File: config.mk
export PLATFORM = sky130hd
export DESIGN_NAME = qoi_stream_decoder
export DESIGN_NICKNAME = d
export VERILOG_FILES = /design/src/rtl/qoi_stream_decoder.sv
export SDC_FILE = /design/constraint.sdc
export NUM_CORES = 1
export LEC_CHECK = 0
export ABC_AREA = 1
export BUFFER_PORTS_ARGS = -buffer_cell sky130_fd_sc_hd__buf_2
export CORE_ASPECT_RATIO = 2
export CORE_MARGIN = 10
export CORE_UTILIZATION = 64
export CTS_BUF_LIST = sky130_fd_sc_hd__clkbuf_8 sky130_fd_sc_hd__clkbuf_16
export CTS_CLUSTER_DIAMETER = 100
export DETAILED_ROUTE_END_ITERATION = 16
export HOLD_SLACK_MARGIN = 0.03
export PLACE_DENSITY = 0.93
export SETUP_SLACK_MARGIN = 0.1
export SLEW_MARGIN = 20
export SYNTH_ARGS = -nofsm -noshare
export SYNTH_HDL_FRONTEND = slang
export SYNTH_SLANG_ARGS = --single-unit
File: constraint.sdc
create_clock -name clk -period 7.2 [get_ports clk]
set_input_delay 1.44 -clock clk [delete_from_list [all_inputs] [get_ports clk]]
set_output_delay 1.44 -clock clk [all_outputs]
set_load 0.005 [all_outputs]
File: src/rtl/qoi_stream_decoder.sv
// qoi_stream_decoder
//   Streaming QOI-style decoder. Compressed bytes arrive on a valid/ready
//   input and decoded {R,G,B} pixels leave on a valid/ready output with full
//   backpressure. One frame of PIXELS pixels is decoded per start pulse.
// Ports:
//   clk, rst_n           clock, asynchronous active-low reset
//   start                one-cycle pulse, begins a frame (ignored while busy)
//   in_data/valid/ready  compressed byte stream
//   pix_data/valid/ready decoded pixel stream, pix_data = {R,G,B}
//   busy                 frame in progress
//   done                 one-cycle pulse after the last pixel is accepted
//   err                  sticky: reserved opcode or run overflow
//   pix_count            pixels accepted in the current frame
module qoi_stream_decoder #(
  parameter int BPC         = 4,
  parameter int INDEX_DEPTH = 64,
  parameter int PIXELS      = 76800,
  parameter int CW          = $clog2(PIXELS + 1)
) (
  input  logic             clk,
  input  logic             rst_n,
  input  logic             start,
  input  logic [7:0]       in_data,
  input  logic             in_valid,
  output logic             in_ready,
  output logic [3*BPC-1:0] pix_data,
  output logic             pix_valid,
  input  logic             pix_ready,
  output logic             busy,
  output logic             done,
  output logic             err,
  output logic [CW-1:0]    pix_count
);
  localparam int PW = 3 * BPC;
  localparam int NB = (PW + 7) / 8;
  localparam int IW = $clog2(INDEX_DEPTH);
  localparam int AW = BPC + 10;

  localparam logic [2:0] S_IDLE  = 3'd0;
  localparam logic [2:0] S_OP    = 3'd1;
  localparam logic [2:0] S_ARG   = 3'd2;
  localparam logic [2:0] S_RUN   = 3'd3;
  localparam logic [2:0] S_FLUSH = 3'd4;

  logic [2:0]      r_state;
  logic [PW-1:0]   r_prev;
  logic [PW-1:0]   r_index [INDEX_DEPTH];
  logic [5:0]      r_run;
  logic [8*NB-1:0] r_arg;
  logic [2:0]      r_argcnt;
  logic            r_luma;
  logic [5:0]      r_lg;
  logic [CW-1:0]   r_emit;
  logic [PW-1:0]   r_pix_data;
  logic            r_pix_valid;
  logic            r_busy;
  logic            r_done;
  logic            r_err;
  logic [CW-1:0]   r_pix_count;

  logic              w_hs_out, w_in_hs, w_load, w_err_set, w_done;
  logic [2:0]        w_nstate;
  logic [5:0]        w_run_nxt;
  logic [PW-1:0]     w_new;
  logic [8*NB+7:0]   w_cat;
  logic signed [9:0] w_dr, w_dg, w_db, w_lg, w_lr, w_lb;
  logic              w_unused;

  function automatic logic [BPC-1:0] f_add(input logic [BPC-1:0] p, input logic signed [9:0] d);
    logic [AW-1:0] dx;
    dx = {{(AW-10){d[9]}}, d};
    return BPC'(dx + AW'(p));
  endfunction

  function automatic logic [IW-1:0] f_hash(input logic [PW-1:0] px);
    return IW'(32'(px[PW-1 -: BPC]) * 3 + 32'(px[2*BPC-1 -: BPC]) * 5 + 32'(px[BPC-1:0]) * 7);
  endfunction

  assign w_hs_out = r_pix_valid && pix_ready;
  assign in_ready = r_busy && ((r_state == S_OP) || (r_state == S_ARG)) &&
                    (!r_pix_valid || pix_ready);
  assign w_in_hs  = in_valid && in_ready;

  // Final RGB byte joined with the earlier ones; colour sits MSB-first.
  assign w_cat    = {r_arg, in_data};
  assign w_unused = ^{w_cat[8*NB+7:8*NB], w_cat[7:0]};

  assign w_dr = $signed({8'd0, in_data[5:4]}) - 10'sd2;
  assign w_dg = $signed({8'd0, in_data[3:2]}) - 10'sd2;
  assign w_db = $signed({8'd0, in_data[1:0]}) - 10'sd2;
  assign w_lg = $signed({4'd0, r_lg}) - 10'sd32;
  assign w_lr = w_lg + $signed({6'd0, in_data[7:4]}) - 10'sd8;
  assign w_lb = w_lg + $signed({6'd0, in_data[3:0]}) - 10'sd8;

  always_comb begin
    w_load    = 1'b0;
    w_new     = r_prev;
    w_nstate  = r_state;
    w_run_nxt = r_run;
    w_err_set = 1'b0;
    w_done    = 1'b0;
    case (r_state)
      S_OP: if (w_in_hs) begin
        if (in_data == 8'hFE) w_nstate = S_ARG;
        else if (in_data == 8'hFF) w_err_set = 1'b1;
        else begin
          case (in_data[7:6])
            2'b00: begin
              w_load = 1'b1;
              w_new  = r_index[in_data[IW-1:0]];
            end
            2'b01: begin
              w_load = 1'b1;
              w_new  = {f_add(r_prev[PW-1 -: BPC], w_dr),
                        f_add(r_prev[2*BPC-1 -: BPC], w_dg),
                        f_add(r_prev[BPC-1:0], w_db)};
            end
            2'b10: w_nstate = S_ARG;
            default: begin
              w_load    = 1'b1;
              w_run_nxt = in_data[5:0];
              w_nstate  = (in_data[5:0] != 6'd0) ? S_RUN : S_OP;
            end
          endcase
        end
      end
      S_ARG: if (w_in_hs) begin
        if (r_luma) begin
          w_load   = 1'b1;
          w_new    = {f_add(r_prev[PW-1 -: BPC], w_lr),
                      f_add(r_prev[2*BPC-1 -: BPC], w_lg),
                      f_add(r_prev[BPC-1:0], w_lb)};
          w_nstate = S_OP;
        end else if (r_argcnt == 3'(NB - 1)) begin
          w_load   = 1'b1;
          w_new    = w_cat[8*NB-1 -: PW];
          w_nstate = S_OP;
        end
      end
      S_RUN: if (w_hs_out) begin
        w_load    = 1'b1;
        w_run_nxt = r_run - 6'd1;
        w_nstate  = (r_run == 6'd1) ? S_OP : S_RUN;
      end
      S_FLUSH: if (w_hs_out) begin
        w_done   = 1'b1;
        w_nstate = S_IDLE;
      end
      default: ;
    endcase
    // Loading the frame's last pixel stops input; leftover repeats are an overflow.
    if (w_load && (r_emit == CW'(PIXELS - 1))) begin
      w_nstate = S_FLUSH;
      if (w_run_nxt != 6'd0) w_err_set = 1'b1;
      w_run_nxt = '0;
    end
  end

  always_ff @(posedge clk or negedge rst_n) begin
    if (!rst_n) begin
      r_state     <= S_IDLE;
      r_prev      <= '0;
      for (int unsigned i = 0; i < INDEX_DEPTH; i++) r_index[i] <= '0;
      r_run       <= '0;
      r_arg       <= '0;
      r_argcnt    <= '0;
      r_luma      <= 1'b0;
      r_lg        <= '0;
      r_emit      <= '0;
      r_pix_data  <= '0;
      r_pix_valid <= 1'b0;
      r_busy      <= 1'b0;
      r_done      <= 1'b0;
      r_err       <= 1'b0;
      r_pix_count <= '0;
    end else if (start && (r_state == S_IDLE)) begin
      r_state     <= S_OP;
      r_prev      <= '0;
      for (int unsigned i = 0; i < INDEX_DEPTH; i++) r_index[i] <= '0;
      r_run       <= '0;
      r_emit      <= '0;
      r_pix_valid <= 1'b0;
      r_busy      <= 1'b1;
      r_done      <= 1'b0;
      r_err       <= 1'b0;
      r_pix_count <= '0;
    end else begin
      r_state <= w_nstate;
      r_run   <= w_run_nxt;
      r_done  <= w_done;
      if (w_err_set) r_err <= 1'b1;
      if (w_done) r_busy <= 1'b0;
      if (w_hs_out) begin
        r_pix_valid <= 1'b0;
        r_pix_count <= r_pix_count + CW'(1);
      end
      if (w_load) begin
        r_pix_valid             <= 1'b1;
        r_pix_data              <= w_new;
        r_prev                  <= w_new;
        r_index[f_hash(w_new)]  <= w_new;
        r_emit                  <= r_emit + CW'(1);
      end
      if ((r_state == S_OP) && w_in_hs) begin
        if (in_data == 8'hFE) begin
          r_luma   <= 1'b0;
          r_argcnt <= '0;
        end else if (in_data[7:6] == 2'b10) begin
          r_luma <= 1'b1;
          r_lg   <= in_data[5:0];
        end
      end
      if ((r_state == S_ARG) && w_in_hs && !r_luma) begin
        r_arg    <= w_cat[8*NB-1:0];
        r_argcnt <= r_argcnt + 3'd1;
      end
    end
  end

  assign pix_data  = r_pix_data;
  assign pix_valid = r_pix_valid;
  assign busy      = r_busy;
  assign done      = r_done;
  assign err       = r_err;
  assign pix_count = r_pix_count;
endmodule

==> flow_metrics.tcl, run 1 <==
set metrics [dict create \
    stop_error "[ERROR GRT-0116] Global routing finished with congestion. Check the congestion regions in the DRC Viewer." \
    synth_top_area_share 0.493 \
    port_buffers 46 \
    grt_max_degree 194 \
    syn_nets 5830 \
    clockBufferDepth 3 \
    gr-total-overflow 8 \
    first_global_vias 57600 \
    detailed_place_hpwl_mm 112 \
    grtUsageTotal 0.672 \
    synth_area_leaders "dfrtp_1 (49%), nand2_1 (21%), nand3_1 (6.1%)" \
    synth_top_area_cell "dfrtp_1" \
    gp_congestion 1.15 \
    pre_cts_ws_ps -1180 \
    ios 47 \
    clock_sinks 855 \
    synth_top_flop_cell "dfrtp_1" \
    yosysSeqAreaShare 0.493 \
    netlist_instances 5755 \
    cts_root_buf "clkbuf_16" \
    ys_async_sr_fraction 1.00 \
    row_count 135 \
    synth_edf_count 0 \
    ys_ff_latch 855 \
    cts.htree.levels 3 \
    grt_pass1_wl_mm 391 \
    run_status "stopped before the end" \
    haltStage "5_1_grt" \
    synthDistinctLibCells 46 \
    die_w_um 204 \
    synth.avg_cell_area_um2 7.55 \
    cts_made_buffers 74 \
    synthesis.area_um2 43400 \
    start_util 0.643 \
    yosysWarningCount 0 \
    die-height_um 388 \
]
cell usage after synthesis (3+ instances only):
| cell | number |
|---|---|
| a22oi_1 | 115 |
| or2_2 | 5 |
| xor2_1 | 11 |
| a21oi_1 | 107 |
| ha_1 | 38 |
| nand3_1 | 531 |
| buf_4 | 36 |
| inv_1 | 228 |
| clkbuf_1 | 170 |
| o21ai_1 | 17 |
| o2111ai_1 | 34 |
| xnor2_1 | 11 |
| o21a_1 | 4 |
| a211oi_1 | 6 |
| nor3_1 | 29 |
| o211ai_1 | 28 |
| fa_1 | 24 |
| nor2_4 | 5 |
| o22ai_1 | 3 |
| o21ai_0 | 345 |
| nor2_1 | 312 |
| a221oi_1 | 15 |
| nor2_2 | 16 |
| o221ai_1 | 3 |
| nand4_1 | 62 |
| nand2_2 | 3 |
| nand2_1 | 2486 |
| inv_2 | 15 |
| buf_2 | 171 |
| clkinv_1 | 6 |
| dfrtp_1 | 855 |
| buf_1 | 43 |
| a31oi_1 | 5 |
per-layer routing:
metal,overflow,track usage
met5,0,0.389
met4,4,0.657
met3,1,0.583
met2,3,0.828
met1,0,0.618
cells by family after synthesis:
group | Yosys count | synth area share
compound gates | 689 | 0.0935
fa+ha+maj | 62 | 0.0220
flops | 855 | 0.493
buf+inv | 671 | 0.0662
xor+xnor | 22 | 0.00444
simple gates | 3456 | 0.321
through the flow:
step | cells | instance area (um^2)
4_1_cts | 6938 | 52600
3_5_place_dp | 6740 | 47800
3_3_place_gp | 6740 | 47800
2_1_floorplan | 5755 | 43900
timing repair:
item                       4_1_cts
gates resized for setup        423
gates cloned                    32
hold buffers                     0
pin swaps                      115
setup endpoints to repair      768
buffers inserted                37
==> run 2, diff against run 1 <==
CORE_ASPECT_RATIO = unset   (was 2)
CORE_UTILIZATION = 40   (was 64)
CTS_BUF_LIST = unset   (was sky130_fd_sc_hd__clkbuf_8 sky130_fd_sc_hd__clkbuf_16)
CTS_CLUSTER_DIAMETER = unset   (was 100)
HOLD_SLACK_MARGIN = unset   (was 0.03)
PLACE_DENSITY = unset   (was 0.93)
PLACE_DENSITY_LB_ADDON = 0.15   (was unset)
SETUP_SLACK_MARGIN = unset   (was 0.1)
==> flow_metrics.tcl, run 2 <==
set metrics [dict create \
    run_status "finished with violations" \
    violations "negative setup slack" \
    timing.final.ws_setup_ps -57.7 \
    vias_per_cell 5.50 \
    pre_cts_ws_ps -1020 \
    worst_hold_slack_ps 458 \
    die-area_um2 122000 \
    synthToLayoutAreaGrowth_pct 27.4 \
    setup.worst_path.end_class "register" \
    wl_met1_mm 73.1 \
    netlist_instances 5755 \
    ys_async_sr_fraction 1.00 \
    cts_tree "done" \
    combPwrFrac 0.063 \
    num-fill-cells 10300 \
    detailed_place_hpwl_mm 113 \
    row_count 120 \
    ys_ff_latch 855 \
    synth_area_leaders "dfrtp_1 (49%), nand2_1 (21%), nand3_1 (6.1%)" \
    p_leak_nw 28.9 \
    antenna_left 0 \
    gp_congestion 0.928 \
    grt_pass1_wl_mm 257 \
    finish.utilization 0.515 \
    hold_viol_final 0 \
    cts.htree.levels 3 \
    yosys-top-cells-count "nand2_1 (2486), dfrtp_1 (855), nand3_1 (531), o21ai_0 (345), nor2_1 (312)" \
    vdd_ir_drop_max_mv 0.200 \
    power_density_nw_per_um2 196 \
    switching_share 0.244 \
    wl_met3_mm 13.1 \
    sequentialPowerShare 0.443 \
    first_global_vias 39400 \
    drive_above_1_share 0.198 \
    antenna_found_initial 4 \
    crit_slowest_cell "fa_1" \
    path_max_fanout 14 \
    finalMaxSlewViolations 0 \
    synthesis.area_um2 43400 \
    start_kind "input port" \
    synth.avg_cell_area_um2 7.55 \
    firstDrtPassIters 6 \
    cap_violations 0 \
    finalCritPeriodShare 1.01 \
    crit_required_ps 7760 \
    clock_sinks 855 \
    grt_max_degree 190 \
    die-height_um 350 \
    synthDistinctLibCells 46 \
    path_class "in2reg" \
    worst_pin_slew_ps 1180 \
    path_buf_inv 12 \
    clockBufferDepth 3 \
    syn_nets 5830 \
    core-area_um2 108000 \
    die_w_um 350 \
    rsz0062_at_grt "true" \
    relSlewSlack 0.212 \
    wirelength_mm 174 \
    p_int_mw 8.21 \
    setup_violations 80 \
    cts_made_buffers 98 \
    drc 0 \
    layout.cells.most_common_list "nand2_1 (2322), dfrtp_1 (855), nand3_1 (461)" \
    drt_iter0_markers 4569 \
    largest_reg_flops 768 \
    regMostFlops "r_index" \
    synth_top_area_share 0.493 \
    gr-total-overflow 0 \
    start_util 0.404 \
    fin_nets 6179 \
    synth_top_area_cell "dfrtp_1" \
    yosysWarningCount 0 \
    grtUsageTotal 0.274 \
    cts_hold_buf 0 \
    highest_layer "met5" \
    num_vias 41800 \
    synth_edf_count 0 \
    finalCriticalPeriod_ps 7260 \
    cp_top_family "adder cells" \
    cts.clk_slew.worst_paths_ps 60 \
    pwr-share-clk 0.494 \
    p_switching_mw 2.65 \
    clkLatencyLatePin_ps 700 \
    synth.most_common_cell "nand2_1" \
    synth_top_flop_cell "dfrtp_1" \
    max_freq_ghz 0.138 \
    wire_per_inst_um 22.9 \
    wl_met2_mm 78.6 \
    hold_path.class "reg2reg" \
    cts_root_buf "clkbuf_16" \
    skew_ps 37.5 \
    port_buffers 46 \
    ios 47 \
    yosysSeqAreaShare 0.493 \
    layout_commonest_cell "nand2_1" \
    cp.arrival_ps 7820 \
    cp_common_cell "nand2_2" \
    crit_path_max_incr_delay_ps 530 \
]
[run 2: power groups by stage]
stage / Combinational, mW / Sequential [mW] / Clock (mW)
CTS: 0.657 / 4.81 / 5.44
detailed placement: 0.633 / 4.90 / 0
floorplan: 0.224 / 4.90 / 0
global placement: 0.635 / 4.90 / 0
global route: 0.726 / 4.81 / 5.63
finish: 0.682 / 4.81 / 5.37
[run 2: through the flow]
| stage | total power, mW | TNS, ps | instance area (um^2) | std cells |
|---|---|---|---|---|
| global route | 11.2 | -135630 | 55300 | 7590 |
| floorplan | 5.12 | 0 | 43700 | 5755 |
| CTS | 10.9 | -86.7 | 53400 | 7549 |
| global placement | 5.53 | -679510 | 49200 | 7326 |
| finish | 10.9 | -1240 | 55300 | 7591 |
| detailed placement | 5.53 | -701200 | 49300 | 7328 |
[run 2: per-layer routing]
| metal | vias up | GRT usage |
|---|---|---|
| li1 | 19200 | - |
| met1 | 20400 | 0.374 |
| met2 | 1698 | 0.423 |
| met3 | 395 | 0.0446 |
| met4 | 4 | 0.131 |
| met5 | - | 0 |
[run 2: layout make-up]
class / instances / area [um^2] / area share
multi-input cells: 4229 / 20600 / 0.373
clock buffers: 141 / 2970 / 0.0536
flip-flops and latches: 855 / 21400 / 0.387
repair buffers: 670 / 7050 / 0.127
clock inverters: 41 / 489 / 0.00884
inverters: 250 / 1020 / 0.0185
diodes: 2 / 5.00 / 0.0000905
well taps: 1403 / 1760 / 0.0317
[run 2: final timing paths]
| path | from | end | slack, ps | depth (start not counted) |
|---|---|---|---|---|
| max | in_data[0] | r_index[319] | -60 | 41 |
| min | pix_count[16] | pix_count[16] | 460 | 1 |
| max reg2reg | r_lg[2] | r_index[319] | 300 | 47 |
| min reg2reg | pix_count[16] | pix_count[16] | 460 | 1 |
| max in group asynchronous | rst_n | r_index[673] | 4810 | 3 |
| min in group asynchronous | rst_n | r_index[48] | 840 | 1 |
[run 2: logic make-up after synthesis]
kind of cell               count (synthesis)  synth area share
DFF                                      855             0.493
AOI/OAI and AO/OA                        689            0.0935
xor gates and xnor gates                  22           0.00444
adders and majority gates                 62            0.0220
and+or+nand+nor                         3456             0.321
buffers and inverters                    671            0.0662
[run 2: repair_timing]
action                     4_1_cts  5_1_grt
resized for setup               54      421
hold endpoints to repair         0        0
cloned                           5       28
pin swaps                       15      120
setup buffers                   34       11
setup endpoints to repair      768      768
(Power assumes the default switching activity.)
